### src/rtl/bus_arb_if.sv
// Shared-bus bundle: two requesting masters plus the single device port.
// Latency: none (wires only).
// Backpressure: masters hold req until their one-cycle ack; the device port has no stall.
interface bus_arb_if;
  // master 0 (MIPS core bridge side)
  logic        m0_req;
  logic        m0_we;
  logic [29:0] m0_addr;
  logic [31:0] m0_wd;
  logic [3:0]  m0_be;
  logic [31:0] m0_rd;
  logic        m0_ack;
  // master 1 (DMA / debug loader)
  logic        m1_req;
  logic        m1_we;
  logic [29:0] m1_addr;
  logic [31:0] m1_wd;
  logic [3:0]  m1_be;
  logic [31:0] m1_rd;
  logic        m1_ack;
  // device port
  logic        dev_en;
  logic        dev_we;
  logic [29:0] dev_addr;
  logic [31:0] dev_wd;
  logic [3:0]  dev_be;
  logic [31:0] dev_rd;
  // id of the current or last granted master
  logic        gnt;

  // arbiter view
  modport slave (
    input  m0_req, m0_we, m0_addr, m0_wd, m0_be,
    input  m1_req, m1_we, m1_addr, m1_wd, m1_be,
    input  dev_rd,
    output m0_rd, m0_ack, m1_rd, m1_ack,
    output dev_en, dev_we, dev_addr, dev_wd, dev_be, gnt
  );

  // requester / device-model view
  modport master (
    output m0_req, m0_we, m0_addr, m0_wd, m0_be,
    output m1_req, m1_we, m1_addr, m1_wd, m1_be,
    output dev_rd,
    input  m0_rd, m0_ack, m1_rd, m1_ack,
    input  dev_en, dev_we, dev_addr, dev_wd, dev_be, gnt
  );
endinterface

### src/rtl/bus_arb.sv
// Two-master bus arbiter/sequencer; ARB_RR_EN selects round-robin, else fixed priority to master 0.
// Latency: grant at sampling edge N, dev_en cycles N+1..N+WAIT_CYC, ack in cycle N+WAIT_CYC+1.
// Backpressure: requests only sampled in IDLE; one transaction per WAIT_CYC+2 cycles.
module bus_arb #(
  parameter int WAIT_CYC = 2
) (
  input logic      clk,
  input logic      rst,
  bus_arb_if.slave bus
);

  typedef enum logic [1:0] {
    IDLE   = 2'd0,
    ACCESS = 2'd1,
    ACK    = 2'd2
  } state_t;

  // counter value that marks the first access cycle; zero means a one-cycle access
  localparam logic [3:0] CNT_INIT = 4'(WAIT_CYC - 1);

  state_t      state_q;
  logic [3:0]  cnt_q;
  logic        we_q;
  logic        gnt_q;
  logic        dev_en_q;
  logic        dev_we_q;
  logic [29:0] dev_addr_q;
  logic [31:0] dev_wd_q;
  logic [3:0]  dev_be_q;
  logic [31:0] m0_rd_q;
  logic [31:0] m1_rd_q;
  logic        m0_ack_q;
  logic        m1_ack_q;

  logic        any_req;
  logic        win_m1;
  logic        sel_we;
  logic [29:0] sel_addr;
  logic [31:0] sel_wd;
  logic [3:0]  sel_be;

  assign any_req = bus.m0_req | bus.m1_req;

`ifdef ARB_RR_EN
  // round-robin: on a tie the master that was not granted last wins
  always_comb begin
    win_m1 = bus.m1_req;
    if (bus.m0_req && bus.m1_req) begin
      win_m1 = ~gnt_q;
    end
  end
`else
  // fixed priority: master 0 wins whenever it requests, master 1 may starve
  always_comb begin
    win_m1 = ~bus.m0_req;
  end
`endif

  // mux the winning master's request fields toward the device registers
  always_comb begin
    sel_we   = bus.m0_we;
    sel_addr = bus.m0_addr;
    sel_wd   = bus.m0_wd;
    sel_be   = bus.m0_be;
    if (win_m1) begin
      sel_we   = bus.m1_we;
      sel_addr = bus.m1_addr;
      sel_wd   = bus.m1_wd;
      sel_be   = bus.m1_be;
    end
  end

  // sequencer FSM with all outputs registered
  always_ff @(posedge clk or negedge rst) begin
    if (!rst) begin
      state_q    <= IDLE;
      cnt_q      <= 4'd0;
      we_q       <= 1'b0;
      gnt_q      <= 1'b1;   // makes master 0 the first round-robin winner
      dev_en_q   <= 1'b0;
      dev_we_q   <= 1'b0;
      dev_addr_q <= 30'd0;
      dev_wd_q   <= 32'd0;
      dev_be_q   <= 4'b0000;
      m0_rd_q    <= 32'd0;
      m1_rd_q    <= 32'd0;
      m0_ack_q   <= 1'b0;
      m1_ack_q   <= 1'b0;
    end else begin
      case (state_q)
        IDLE: begin
          m0_ack_q <= 1'b0;
          m1_ack_q <= 1'b0;
          if (any_req) begin
            gnt_q      <= win_m1;
            we_q       <= sel_we;
            dev_addr_q <= sel_addr;
            dev_wd_q   <= sel_wd;
            dev_be_q   <= sel_be;
            dev_en_q   <= 1'b1;
            // with a one-cycle access the first cycle is also the write cycle
            dev_we_q   <= sel_we && (CNT_INIT == 4'd0);
            cnt_q      <= CNT_INIT;
            state_q    <= ACCESS;
          end
        end

        ACCESS: begin
          if (cnt_q == 4'd0) begin
            // last access cycle: dev_rd is valid now
            dev_en_q <= 1'b0;
            dev_we_q <= 1'b0;
            dev_be_q <= 4'b0000;
            if (!we_q) begin
              if (gnt_q) begin
                m1_rd_q <= bus.dev_rd;
              end else begin
                m0_rd_q <= bus.dev_rd;
              end
            end
            if (gnt_q) begin
              m1_ack_q <= 1'b1;
            end else begin
              m0_ack_q <= 1'b1;
            end
            state_q <= ACK;
          end else begin
            cnt_q    <= cnt_q - 4'd1;
            // write strobe only in the cycle where the counter will read zero
            dev_we_q <= we_q && (cnt_q == 4'd1);
          end
        end

        ACK: begin
          m0_ack_q <= 1'b0;
          m1_ack_q <= 1'b0;
          state_q  <= IDLE;
        end

        default: begin
          m0_ack_q <= 1'b0;
          m1_ack_q <= 1'b0;
          dev_en_q <= 1'b0;
          dev_we_q <= 1'b0;
          dev_be_q <= 4'b0000;
          state_q  <= IDLE;
        end
      endcase
    end
  end

  assign bus.dev_en   = dev_en_q;
  assign bus.dev_we   = dev_we_q;
  assign bus.dev_addr = dev_addr_q;
  assign bus.dev_wd   = dev_wd_q;
  assign bus.dev_be   = dev_be_q;
  assign bus.m0_rd    = m0_rd_q;
  assign bus.m1_rd    = m1_rd_q;
  assign bus.m0_ack   = m0_ack_q;
  assign bus.m1_ack   = m1_ack_q;
  assign bus.gnt      = gnt_q;

endmodule

### src/flat_wrapper.sv
// flat-port wrapper written by rule: the top's interface ports become plain ports
module bus_arb_flat 
#(
  parameter int WAIT_CYC = 2
)
  (clk, rst, bus_m0_req, bus_m0_we, bus_m0_addr, bus_m0_wd, bus_m0_be, bus_m1_req, bus_m1_we, bus_m1_addr, bus_m1_wd, bus_m1_be, bus_dev_rd, bus_m0_rd, bus_m0_ack, bus_m1_rd, bus_m1_ack, bus_dev_en, bus_dev_we, bus_dev_addr, bus_dev_wd, bus_dev_be, bus_gnt);
  bus_arb_if bus_i ();
  input logic clk;
  input logic rst;
  input wire logic [$bits(bus_i.m0_req)-1:0] bus_m0_req;
  input wire logic [$bits(bus_i.m0_we)-1:0] bus_m0_we;
  input wire logic [$bits(bus_i.m0_addr)-1:0] bus_m0_addr;
  input wire logic [$bits(bus_i.m0_wd)-1:0] bus_m0_wd;
  input wire logic [$bits(bus_i.m0_be)-1:0] bus_m0_be;
  input wire logic [$bits(bus_i.m1_req)-1:0] bus_m1_req;
  input wire logic [$bits(bus_i.m1_we)-1:0] bus_m1_we;
  input wire logic [$bits(bus_i.m1_addr)-1:0] bus_m1_addr;
  input wire logic [$bits(bus_i.m1_wd)-1:0] bus_m1_wd;
  input wire logic [$bits(bus_i.m1_be)-1:0] bus_m1_be;
  input wire logic [$bits(bus_i.dev_rd)-1:0] bus_dev_rd;
  output wire logic [$bits(bus_i.m0_rd)-1:0] bus_m0_rd;
  output wire logic [$bits(bus_i.m0_ack)-1:0] bus_m0_ack;
  output wire logic [$bits(bus_i.m1_rd)-1:0] bus_m1_rd;
  output wire logic [$bits(bus_i.m1_ack)-1:0] bus_m1_ack;
  output wire logic [$bits(bus_i.dev_en)-1:0] bus_dev_en;
  output wire logic [$bits(bus_i.dev_we)-1:0] bus_dev_we;
  output wire logic [$bits(bus_i.dev_addr)-1:0] bus_dev_addr;
  output wire logic [$bits(bus_i.dev_wd)-1:0] bus_dev_wd;
  output wire logic [$bits(bus_i.dev_be)-1:0] bus_dev_be;
  output wire logic [$bits(bus_i.gnt)-1:0] bus_gnt;
  assign bus_i.m0_req = bus_m0_req;
  assign bus_i.m0_we = bus_m0_we;
  assign bus_i.m0_addr = bus_m0_addr;
  assign bus_i.m0_wd = bus_m0_wd;
  assign bus_i.m0_be = bus_m0_be;
  assign bus_i.m1_req = bus_m1_req;
  assign bus_i.m1_we = bus_m1_we;
  assign bus_i.m1_addr = bus_m1_addr;
  assign bus_i.m1_wd = bus_m1_wd;
  assign bus_i.m1_be = bus_m1_be;
  assign bus_i.dev_rd = bus_dev_rd;
  assign bus_m0_rd = bus_i.m0_rd;
  assign bus_m0_ack = bus_i.m0_ack;
  assign bus_m1_rd = bus_i.m1_rd;
  assign bus_m1_ack = bus_i.m1_ack;
  assign bus_dev_en = bus_i.dev_en;
  assign bus_dev_we = bus_i.dev_we;
  assign bus_dev_addr = bus_i.dev_addr;
  assign bus_dev_wd = bus_i.dev_wd;
  assign bus_dev_be = bus_i.dev_be;
  assign bus_gnt = bus_i.gnt;
  bus_arb #(.WAIT_CYC(WAIT_CYC)) u_core (.clk(clk), .rst(rst), .bus(bus_i));
endmodule
### config.mk
export PLATFORM = sky130hd
export DESIGN_NAME = bus_arb_flat
export DESIGN_NICKNAME = d
export VERILOG_FILES = /design/src/rtl/bus_arb_if.sv /design/src/rtl/bus_arb.sv /design/src/flat_wrapper.sv
export SDC_FILE = /design/constraint.sdc
export NUM_CORES = 1
export LEC_CHECK = 0
export BUFFER_PORTS_ARGS = -buffer_cell sky130_fd_sc_hd__buf_2
export CAP_MARGIN = 10
export CORE_MARGIN = 5
export CORE_UTILIZATION = 30
export CTS_BUF_LIST = sky130_fd_sc_hd__clkbuf_8
export CTS_CLUSTER_DIAMETER = 50
export DETAILED_ROUTE_END_ITERATION = 7
export PLACE_DENSITY = 0.64
export SYNTH_ARGS = -nofsm -noshare
export SYNTH_HDL_FRONTEND = slang
export SYNTH_SLANG_ARGS = --single-unit
### constraint.sdc
create_clock -name clk -period 4.9 [get_ports clk]
set_clock_uncertainty 0.05 [all_clocks]
set_input_delay 0.98 -clock clk [delete_from_list [all_inputs] [get_ports clk]]
set_output_delay 0.98 -clock clk [all_outputs]
set_load 0.05 [all_outputs]
== Word level (Yosys, flattened, before mapping) ==
Index checks and enable logic that the tools add are counted.
Word-level totals
  register bits after elaboration: 142
  input bits: 170
  output and inout port bits: 135
  logic and storage cells: 65
Operators by class
  add/sub/neg operators: 1
  equality and inequality tests: 8
  multiplexer cells: 25
  bitwise logic cells: 5
  reduce and logical (&&, ||, !) cells: 13
Operator list (count)
  2-to-1 mux 32 bit: 1
  2-to-1 mux 30 bit: 1
  2-to-1 mux 4 bit: 5
  one-hot mux 4 bit (3 select lines): 1
  2-to-1 mux 1 bit: 11
  AND reduction 2 bit: 5
  one-hot mux 4 bit (2 select lines): 1
  AND reduction 4 bit: 2
  != test 2 x 1 -> 1 bit, second input constant: 3
  one-hot mux 1 bit (3 select lines): 2
  AND reduction 3 bit: 2
  == test 4 x 1 -> 1 bit, second input constant: 1
  logical NOT 4 bit: 1
  2-to-1 mux 2 bit: 2
  != test 2 bit, second input constant: 2
  NOT 1 bit: 4
  one-hot mux 2 bit (2 select lines): 1
  subtractor 4 x 1 -> 4 bit, second input constant: 1
  == test 2 x 1 -> 1 bit, second input constant: 1
  == test 2 bit, second input constant: 1
  logical NOT 2 bit: 1
  nonzero test 2 bit: 1
  logical AND 1 bit: 1
  bitwise OR 1 bit: 1

== Logic depth before layout (Yosys ltp) ==
Gate-level depths: netlist (run 1).
  depth after elaboration: 4
  gate-level depth with buffers: 7
  mapped depth without buffers: 5

== Least setup slack after synthesis (run 1) ==
No wires, ideal clock.
  path type: input to register
  start point: input bus_m0_req
  end point: register u_core.dev_wd_q[26] (netlist: u_core.bus.dev_wd[26])
  library setup time: 0.135 ns
  arrival: 2.059 ns
  data required time: 4.715 ns
  slack: 2.657 ns
  stages: 6
  buffers on the path: 3
  cells stage by stage: clkbuf_1 > o21ba_2 > nand2_1 > clkbuf_1 > clkbuf_1 > o21ai_0
Between the ends
  cells in the longest elaborated chain, start to end: 2
  elaborated cells on any way between the ends: 3
  classes of those cells: 1 x mux; 1 x bitwise; 1 x reduce/logical
RTL lines
  start: declaration: line flat_wrapper.sv:10  | input wire logic [$bits(bus_i.m0_req)-1:0] bus_m0_req;
  bitwise OR 1 bit: line bus_arb.sv:42  | assign any_req = bus.m0_req | bus.m1_req;
  AND reduction 2 bit (no source line)
  end signal: assignment: line bus_arb.sv:98  | dev_wd_q <= sel_wd;
  end: declaration: line bus_arb.sv:28  | logic [31:0] dev_wd_q;
Several ways; a longest one is shown, not always the timed one.
A chain may end at the register's enable or synchronous reset.

== Worst setup path in the final report (run 1) ==
  start point: register u_core.state_q[0]
  end point: register u_core.dev_wd_q[2] (netlist: u_core.bus.dev_wd[2])
Between the ends
  cells in the longest elaborated chain, start to end: 2
RTL lines
  start: declaration: line bus_arb.sv:21  | state_t state_q;
  start signal: assignment: line bus_arb.sv:76  | state_q <= IDLE;
  start signal: assignment: line bus_arb.sv:104  | state_q <= ACCESS;
  start signal: assignment: line bus_arb.sv:126  | state_q <= ACK;
  logical NOT 2 bit: line bus_arb.sv:90  | case (state_q)
  AND reduction 2 bit (no source line)
Every way passes these cells.

==> results of run 1 <==
## registers in the layout, indices dropped and copies added, names as in the netlist, 2 cells and up
name	cells
u_core.bus.dev_wd	32
u_core.bus.m0_rd	32
u_core.bus.m1_rd	32
u_core.bus.dev_addr	30
u_core.bus.dev_be	4
u_core.cnt_q	4
u_core.state_q	2
## per-stage QoR
step           total power [W]  cell area [µm²]
2_1_floorplan          0.00485             6040
3_3_place_gp           0.00577             7810
3_5_place_dp           0.00582             7810
4_1_cts                0.00686             8240
5_1_grt                0.00716             8240
6_report               0.00676             8240
## area by class of cell
class | count | area share
clock buffer | 18 | 0.0301
clock inverter | 14 | 0.0219
inverter | 3 | 0.00137
multi-input combinational | 296 | 0.283
sequential | 142 | 0.432
tap | 270 | 0.0410
timing repair buffer | 310 | 0.191
## Yosys cell counts
library cell | n | area share
nand2b_1 | 1 | 0.0010
mux2_2 | 62 | 0.12
o21a_1 | 1 | 0.0012
nor2_1 | 3 | 0.0019
dfrtp_1 | 141 | 0.58
a22o_1 | 1 | 0.0014
nand2_1 | 3 | 0.0019
buf_2 | 4 | 0.0033
o21ba_2 | 1 | 0.0017
clkbuf_1 | 26 | 0.016
dfstp_2 | 1 | 0.0043
mux2i_1 | 69 | 0.11
o21ai_0 | 130 | 0.11
o21bai_1 | 1 | 0.0012
or3b_1 | 1 | 0.0014
inv_1 | 3 | 0.0019
nand3_1 | 3 | 0.0025
nor3b_1 | 1 | 0.0012
o2bb2ai_1 | 4 | 0.0058
a21oi_1 | 1 | 0.00083
buf_6 | 3 | 0.0056
nor4_4 | 1 | 0.0035
nand4b_1 | 1 | 0.0014
mux2_1 | 3 | 0.0056
o41ai_1 | 1 | 0.0014
ha_1 | 3 | 0.0062
nor2b_1 | 1 | 0.0010
nor3_1 | 1 | 0.00083
buf_1 | 3 | 0.0019
o22ai_1 | 3 | 0.0031
## power groups by stage
stage | clock, W | combinational, W | sequential (W)
after CTS | 0.00106 | 0.00368 | 0.00212
after global placement | 0 | 0.00364 | 0.00213
after detailed placement | 0 | 0.00369 | 0.00213
after global routing | 0.00111 | 0.00385 | 0.00220
final | 0.00101 | 0.00364 | 0.00211
after floorplan | 0 | 0.000866 | 0.00398
## routing by layer
layer | wire length (µm) | up-vias
li1 | - | 2308
met5 | 0 | -
met3 | 1190 | 13
met2 | 8350 | 210
met4 | 221 | 0
met1 | 7030 | 2353
## worst max-delay path by stage
stage,cells past startpoint,from,endpoint,slack [ns]
finish,3,u_core.state_q[0],u_core.bus.dev_wd[2],2.21
global route,3,u_core.state_q[0],u_core.bus.dev_addr[0],1.86
CTS,3,u_core.state_q[0],u_core.bus.dev_wd[2],2.12
detailed placement,4,bus_m0_req,u_core.bus.dev_wd[2],2.00
global placement,4,bus_m0_req,u_core.bus.dev_addr[1],2.11
floorplan,6,bus_m0_req,u_core.bus.dev_wd[26],2.66
## critical path: stages, from the launching register on
cell	delay [ns]
dfrtp_2	1.07
inv_1	0.23
nand2_2	0.88
o21ai_0	0.25
## kinds of logic after synthesis
logic type | count (synthesis) | synth area share
compound gates | 143 | 0.124
mux | 134 | 0.235
fa+ha+maj | 3 | 0.00621
simple gates | 16 | 0.0168
buf+inv | 39 | 0.0288
flops | 142 | 0.588
==> flow_summary.json, run 1 <==
{
  "outcome": "completed",
  "multi_input_area_um2": 2330,
  "ant_nets": 0,
  "grt_busiest_layer": "met2",
  "setup_viol": 0,
  "ys_types": 30,
  "fillerInstances": 1978,
  "cts_tree": "done",
  "clockPowerShare": 0.149,
  "ff_latch_area_um2": 3560,
  "holdWs_ns": 0.437,
  "antenna_found_initial": 0,
  "synth-warning-count": 0,
  "grt_pass1_vias": 5139,
  "holdPathEnd": "u_core.bus.m0_rd[16]",
  "tightest_slew_ns": 1.12,
  "r2r.worst_path.cells": 3,
  "hp-class": "flip-flop to flip-flop",
  "ctsHtreeMaxLevel": 4,
  "postLayoutCoreUtil": 0.411,
  "timing.rr.end": "u_core.bus.dev_wd[2]",
  "intPower_w": 0.00318,
  "via_per_inst": 4.64,
  "syn_area_um2": 6040,
  "clock_latency_ns": 0.43,
  "fin_tns_setup_ns": 0,
  "antenna_cells": 0,
  "routed_wl_um": 16800,
  "drc": 0,
  "p_seq_frac": 0.313,
  "rsz0062_at_grt": "no",
  "overflow": 0,
  "place.gp.congestion": 0.759,
  "power.switching_w": 0.00359,
  "swShare": 0.530,
  "drt_iter0_markers": 212,
  "min_from": "u_core.bus.m0_rd[16]",
  "r2r-start": "u_core.state_q[0]",
  "dp.cells": 1021,
  "post-route-min-period_ns": 2.69,
  "initial_utilization": 0.302,
  "wire_per_inst_um": 15.9,
  "track_usage": 0.144,
  "cts_sinks": 142,
  "slew_headroom": 0.253,
  "crit_type": "flip-flop to flip-flop",
  "clock_path_buffers": 2,
  "hold-path-cell-count": 1,
  "die_h_um": 152,
  "power_leakage_nw": 4.11,
  "clkTransAtPathRegs_ns": 0.08,
  "critPathRequiredTime_ns": 5.11,
  "grt_pass1_wl_um": 27100,
  "use_met2": 0.244,
  "syn_nets": 650,
  "cts-buffers-inserted": 17,
  "fin_ws_ns": 2.21,
  "crit_arrival_ns": 2.90,
  "synthCells": 477,
  "cts-resized-gates": 0,
  "die_area_um2": 23100,
  "drtPass1Iterations": 4,
  "min_period_over_period": 0.549,
  "cap_violations": 0,
  "areaGrowthSynthToFinish_pct": 36.3,
  "grt_use_met3": 0.0458,
  "layoutNonFillerInstCount": 1053,
  "fin_nets": 943,
  "dieWidth_um": 152,
  "vdd_drop_max_uv": 312,
  "power.density_nw_per_um2": 821,
  "setup.worst_path.end_class": "flip-flop",
  "holdBufCountCts": 0,
  "port_buffers": 304,
  "vias": 4884,
  "grt_max_degree": 74,
  "max_freq_mhz": 371,
  "rows": 52,
  "final_cell_mix": "buf_2 (302), dfrtp_1 (140), o21ai_0 (130)",
  "finalMaxSlewViolations": 0,
  "ys_seq_area_frac": 0.588,
  "dp_slack_ns": 2.00,
  "r2r_slack_ns": 2.21,
  "io_pins": 305,
  "cp-start-kind": "flip-flop",
  "cts_root_buffer": "clkbuf_8",
  "dp_hpwl_um": 12200,
  "hold_viol": 0,
  "avgSynthCellArea_um2": 12.7,
  "power_frac_comb": 0.538,
  "synth-seq-cells": 142,
  "critPathMaxFanout": 71,
  "core_area_um2": 20000,
  "use_met1": 0.177,
  "layout_commonest_cell": "buf_2",
  "drive_above_1_share": 0.522,
  "postCtsSetupRepairBufs": 0
}
Power figures use the tool's default switching activity.
==> run 2: changes to the inputs <==
--- a/config.mk
+++ b/config.mk
@@ -12,7 +12,7 @@
 export CTS_BUF_LIST = sky130_fd_sc_hd__clkbuf_8
 export CTS_CLUSTER_DIAMETER = 50
 export DETAILED_ROUTE_END_ITERATION = 7
-export PLACE_DENSITY = 0.64
+export PLACE_DENSITY = 0.66
 export SYNTH_ARGS = -nofsm -noshare
 export SYNTH_HDL_FRONTEND = slang
 export SYNTH_SLANG_ARGS = --single-unit
==> constraint.sdc (replaced) <==
create_clock -name clk -period 2.2 [get_ports clk]
set_clock_uncertainty 0.05 [all_clocks]
set_input_delay 0.44 -clock clk [delete_from_list [all_inputs] [get_ports clk]]
set_output_delay 0.44 -clock clk [all_outputs]
set_load 0.05 [all_outputs]
==> flow_summary.json, run 2 (synthesis gave the netlist of run 1 again) <==
{
  "holdWs_ns": 0.179,
  "die_area_um2": 23100,
  "overflow": 0,
  "hp-class": "primary input to flip-flop",
  "ff_latch_area_um2": 3560,
  "crit_arrival_ns": 2.45,
  "cp-start-kind": "flip-flop",
  "tightest_slew_ns": 0.504,
  "cts-buffers-inserted": 17,
  "finalMaxSlewViolations": 0,
  "critPathMaxFanout": 8,
  "grt_pass1_vias": 5163,
  "power_leakage_nw": 4.23,
  "antenna_cells": 0,
  "fin_nets": 959,
  "critPathRequiredTime_ns": 2.47,
  "cap_violations": 0,
  "post-route-min-period_ns": 2.18,
  "grt_pass1_wl_um": 27400,
  "via_per_inst": 4.57,
  "clock_latency_ns": 0.44,
  "vdd_drop_max_uv": 620,
  "multi_input_area_um2": 2330,
  "ctsHtreeMaxLevel": 4,
  "routed_wl_um": 17400,
  "dieWidth_um": 152,
  "die_h_um": 152,
  "grt_max_degree": 69,
  "cts_root_buffer": "clkbuf_8",
  "dp_hpwl_um": 12500,
  "drtPass1Iterations": 6,
  "drc": 0,
  "hold_viol": 0,
  "setup.worst_path.end_class": "flip-flop",
  "vias": 4882,
  "postLayoutCoreUtil": 0.424,
  "core_area_um2": 20000,
  "min_period_over_period": 0.990,
  "port_buffers": 304,
  "track_usage": 0.145,
  "grt_use_met3": 0.0603,
  "use_met2": 0.248,
  "outcome": "completed",
  "clkTransAtPathRegs_ns": 0.10,
  "cts_tree": "done",
  "slew_headroom": 0.664,
  "rows": 52,
  "drt_iter0_markers": 191,
  "crit_type": "flip-flop to flip-flop",
  "io_pins": 305,
  "ant_nets": 0,
  "setup_viol": 0,
  "grt_busiest_layer": "met2",
  "use_met1": 0.172,
  "areaGrowthSynthToFinish_pct": 40.7,
  "cts_sinks": 142,
  "antenna_found_initial": 1,
  "max_freq_mhz": 459,
  "initial_utilization": 0.302,
  "clock_path_buffers": 2,
  "fillerInstances": 1978,
  "final_cell_mix": "buf_2 (302), dfrtp_1 (140), o21ai_0 (130)",
  "place.gp.congestion": 0.765,
  "power.density_nw_per_um2": 1820,
  "drive_above_1_share": 0.536,
  "layout_commonest_cell": "buf_2",
  "wire_per_inst_um": 16.3
}
==> run 2: cell types whose count changed in the layout (fill, tap and decap cells not counted), sizes merged <==
| cell | before | now |
|---|---|---|
| buf | 310 | 323 |
| clkbuf | 18 | 19 |
| dlygate4sd3 | 0 | 1 |
| clkinvlp | 0 | 2 |
| clkinv | 5 | 3 |
| inv | 9 | 10 |
==> run 2: final timing paths <==
path,startpoint,endpoint,slack (ns),cells after the start
min in group asynchronous,rst,u_core.bus.m1_rd[18],0.47,2
worst min-delay path,bus_dev_rd[16],u_core.bus.m0_rd[16],0.18,2
max in group asynchronous,rst,u_core.bus.gnt,0.95,3
worst min register to register,u_core.bus.dev_be[2],u_core.bus.dev_be[2],0.44,1
worst max-delay path,u_core.cnt_q[1],u_core.bus.m0_rd[7],0.02,7
worst max register to register,u_core.cnt_q[1],u_core.bus.m0_rd[7],0.02,7
==> run 2: final cells by class <==
| cell class | instances | area share |
|---|---|---|
| Clock buffer | 17 | 0.0275 |
| Clock inverter | 15 | 0.0238 |
| Inverter | 3 | 0.00132 |
| Multi-Input combinational cell | 296 | 0.274 |
| Sequential cell | 142 | 0.418 |
| Tap cell | 270 | 0.0397 |
| Timing Repair Buffer | 326 | 0.215 |
==> run 2: where the power goes <==
group	internal [W]	leakage, nW	switching [W]
logic	0.00222	2.30	0.00636
clock network	0.00117	0.217	0.00113
registers	0.00391	1.71	0.000663
total	0.00730	4.23	0.00815
==> run 2: stage by stage <==
stage / total power, W / area [µm²] / setup WS, ns / cells / setup TNS, ns
2_1_floorplan: 0.0108 / 6040 / 0.0581 / 477 / 0
3_3_place_gp: 0.0130 / 7940 / 0.107 / 1027 / 0
3_5_place_dp: 0.0132 / 7940 / 0.0642 / 1027 / 0
4_1_cts: 0.0155 / 8390 / 0.0346 / 1060 / 0
5_1_grt: 0.0163 / 8500 / -0.0231 / 1069 / -0.234
6_report: 0.0155 / 8500 / 0.0213 / 1069 / 0
==> run 2: what timing repair did <==
action	4_1_cts	5_1_grt
hold buffers	1	0
gates resized for setup	0	5
hold endpoints to repair	51	0
setup endpoints to repair	0	32
setup buffers	0	6
==> run 2: layer usage <==
layer	wire length, µm	part of all wire	vias to the layer above
li1	-	-	2347
met1	7120	0.41	2318
met2	8780	0.50	197
met3	1300	0.075	18
met4	182	0.010	2
met5	20	0.0011	-
==> run 2: worst max-delay path: stages (launching register included) <==
cell	delay [ns]
dfrtp_1	0.40
inv_2	0.09
ha_1	0.16
or3b_4	0.40
nor4_4	0.28
buf_6	0.18
clkbuf_16	0.16
mux2_2	0.33
==> run 3: changes to the inputs <==
--- a/config.mk
+++ b/config.mk
@@ -5,8 +5,10 @@
 export SDC_FILE = /design/constraint.sdc
 export NUM_CORES = 1
 export LEC_CHECK = 0
+export ABC_CLOCK_PERIOD_IN_PS = 2200
 export BUFFER_PORTS_ARGS = -buffer_cell sky130_fd_sc_hd__buf_2
 export CAP_MARGIN = 10
+export CORE_ASPECT_RATIO = 1.75
 export CORE_MARGIN = 5
 export CORE_UTILIZATION = 30
 export CTS_BUF_LIST = sky130_fd_sc_hd__clkbuf_8
==> flow_summary.json, run 3 (synthesis gave the netlist of run 1 again) <==
{
  "antenna_found_initial": 1,
  "vdd_drop_max_uv": 1040,
  "io_pins": 305,
  "critPathRequiredTime_ns": 2.48,
  "r2r-start": "u_core.cnt_q[0]",
  "fillerInstances": 1914,
  "track_usage": 0.143,
  "cts_sinks": 142,
  "layout_commonest_cell": "buf_2",
  "clkTransAtPathRegs_ns": 0.08,
  "slowest_stage": "dfrtp_1",
  "holdWs_ns": 0.187,
  "cts_tree": "done",
  "core_area_um2": 19800,
  "power_w": 0.0152,
  "cp-start-kind": "flip-flop",
  "wire_per_inst_um": 16.9,
  "power.density_nw_per_um2": 1800,
  "initial_utilization": 0.305,
  "min_from": "bus_dev_rd[26]",
  "setup.worst_path.end_class": "flip-flop",
  "areaGrowthSynthToFinish_pct": 40.0,
  "final_cell_mix": "buf_2 (302), dfrtp_1 (140), o21ai_0 (130)",
  "hold-path-cell-count": 2,
  "slew_headroom": 0.670,
  "ff_latch_area_um2": 3560,
  "rows": 68,
  "antenna_cells": 0,
  "clock_path_buffers": 2,
  "timing.rr.end": "u_core.bus.m0_rd[31]",
  "postLayoutCoreUtil": 0.427,
  "multi_input_area_um2": 2390,
  "path_buf_inv": 3,
  "power_leakage_nw": 4.25,
  "dp_hpwl_um": 13000,
  "overflow": 0,
  "via_per_inst": 4.78,
  "critPathMaxFanout": 8,
  "max_freq_mhz": 460,
  "drtPass1Iterations": 4,
  "cts_root_buffer": "clkbuf_8",
  "die_h_um": 198,
  "hp-class": "primary input to flip-flop",
  "ant_nets": 0,
  "cap_violations": 0,
  "dp_slack_ns": 0.0411,
  "grt_max_degree": 69,
  "drt_iter0_markers": 193,
  "tightest_slew_ns": 0.495,
  "r2r.worst_path.cells": 7,
  "worstPathCellList": "inv_2, ha_4, or3b_4, nor4_4, buf_6, clkbuf_16, mux2_2",
  "drive_above_1_share": 0.533,
  "vias": 4990,
  "r2r_slack_ns": 0.02,
  "drc": 0,
  "crit_arrival_ns": 2.45,
  "fin_tns_setup_ns": 0,
  "cpPeakStageDelay_ns": 0.41,
  "dieWidth_um": 117,
  "die_area_um2": 23200,
  "rsz0062_at_grt": "yes",
  "hold_viol": 0,
  "routed_wl_um": 17600,
  "clock_latency_ns": 0.44,
  "fin_ws_ns": 0.0245,
  "port_buffers": 304,
  "ctsHtreeMaxLevel": 4,
  "min_period_over_period": 0.989,
  "setup_viol": 0,
  "finalMaxSlewViolations": 0,
  "grt_pass1_vias": 5283,
  "grt_pass1_wl_um": 25700,
  "holdPathEnd": "u_core.bus.m0_rd[26]",
  "post-route-min-period_ns": 2.18,
  "fin_nets": 959,
  "crit_family": "simple AND/OR/NAND/NOR gates",
  "cts-buffers-inserted": 17,
  "place.gp.congestion": 0.818,
  "crit_type": "flip-flop to flip-flop",
  "outcome": "completed"
}
==> run 3: cell count changes in the layout (fill, tap and decap cells not counted), moves of 2 or more <==
cell / delta
mux2_2: -12
inv_1: +3
inv_6: -3
inv_8: -4
clkinv_2: +3
clkinv_4: +2
mux2_4: +12
==> run 3: worst max path at each step <==
| stage | cells past startpoint | endpoint | from |
|---|---|---|---|
| 2_1_floorplan | 7 | u_core.bus.m0_rd[0] | u_core.cnt_q[0] |
| 3_3_place_gp | 6 | u_core.bus.m0_rd[18] | u_core.cnt_q[0] |
| 3_5_place_dp | 6 | u_core.bus.m0_rd[13] | u_core.cnt_q[0] |
| 4_1_cts | 6 | u_core.bus.m0_rd[13] | u_core.cnt_q[0] |
| 5_1_grt | 7 | u_core.bus.m0_rd[2] | u_core.cnt_q[0] |
| 6_report | 7 | u_core.bus.m0_rd[31] | u_core.cnt_q[0] |
==> run 3: what timing repair did <==
| action | in CTS | in global routing |
|---|---|---|
| buffers inserted | 0 | 3 |
| hold buffers | 1 | 0 |
| endpoints found under the setup margin | 0 | 32 |
| gates resized for setup | 0 | 19 |
| endpoints found under the hold margin | 38 | 0 |
==> run 3: report_power, final <==
group,switching (W),internal (W)
registers,0.000642,0.00391
clock network,0.000972,0.00102
logic,0.00639,0.00227
total,0.00800,0.00720
==> run 3: final cells by class <==
type                    instances  share of cell area
clock buffers                  18              0.0293
repair buffers                326               0.215
clock inverters                14              0.0152
well taps                     245              0.0362
inverters                       3             0.00133
multi-input cells             296               0.282
flip-flops and latches        142               0.420
==> run 3: routing by layer <==
metal / share of wire / routed length [µm] / up-vias / global-route usage
li1: - / - / 2340 / -
met1: 0.34 / 6070 / 2387 / 0.144
met2: 0.54 / 9570 / 228 / 0.261
met3: 0.082 / 1450 / 33 / 0.0489
met4: 0.028 / 500 / 2 / 0.0591
met5: 0.0011 / 20 / - / 0
==> run 3: through the flow <==
stage,instances,area (µm²)
global route,1044,8460
finish,1044,8460
global placement,1005,7920
CTS,1038,8310
floorplan,477,6040
detailed placement,1005,7920
==> run 3: worst register-to-register path, delay by kind of cell, from the launching register on <==
family / cells / cell delay (ns)
adder cells (fa/ha/maj): 1 / 0.13
buffers and inverters: 3 / 0.45
flip-flops: 1 / 0.41
multiplexers: 1 / 0.34
AND/OR/NAND/NOR: 2 / 0.68
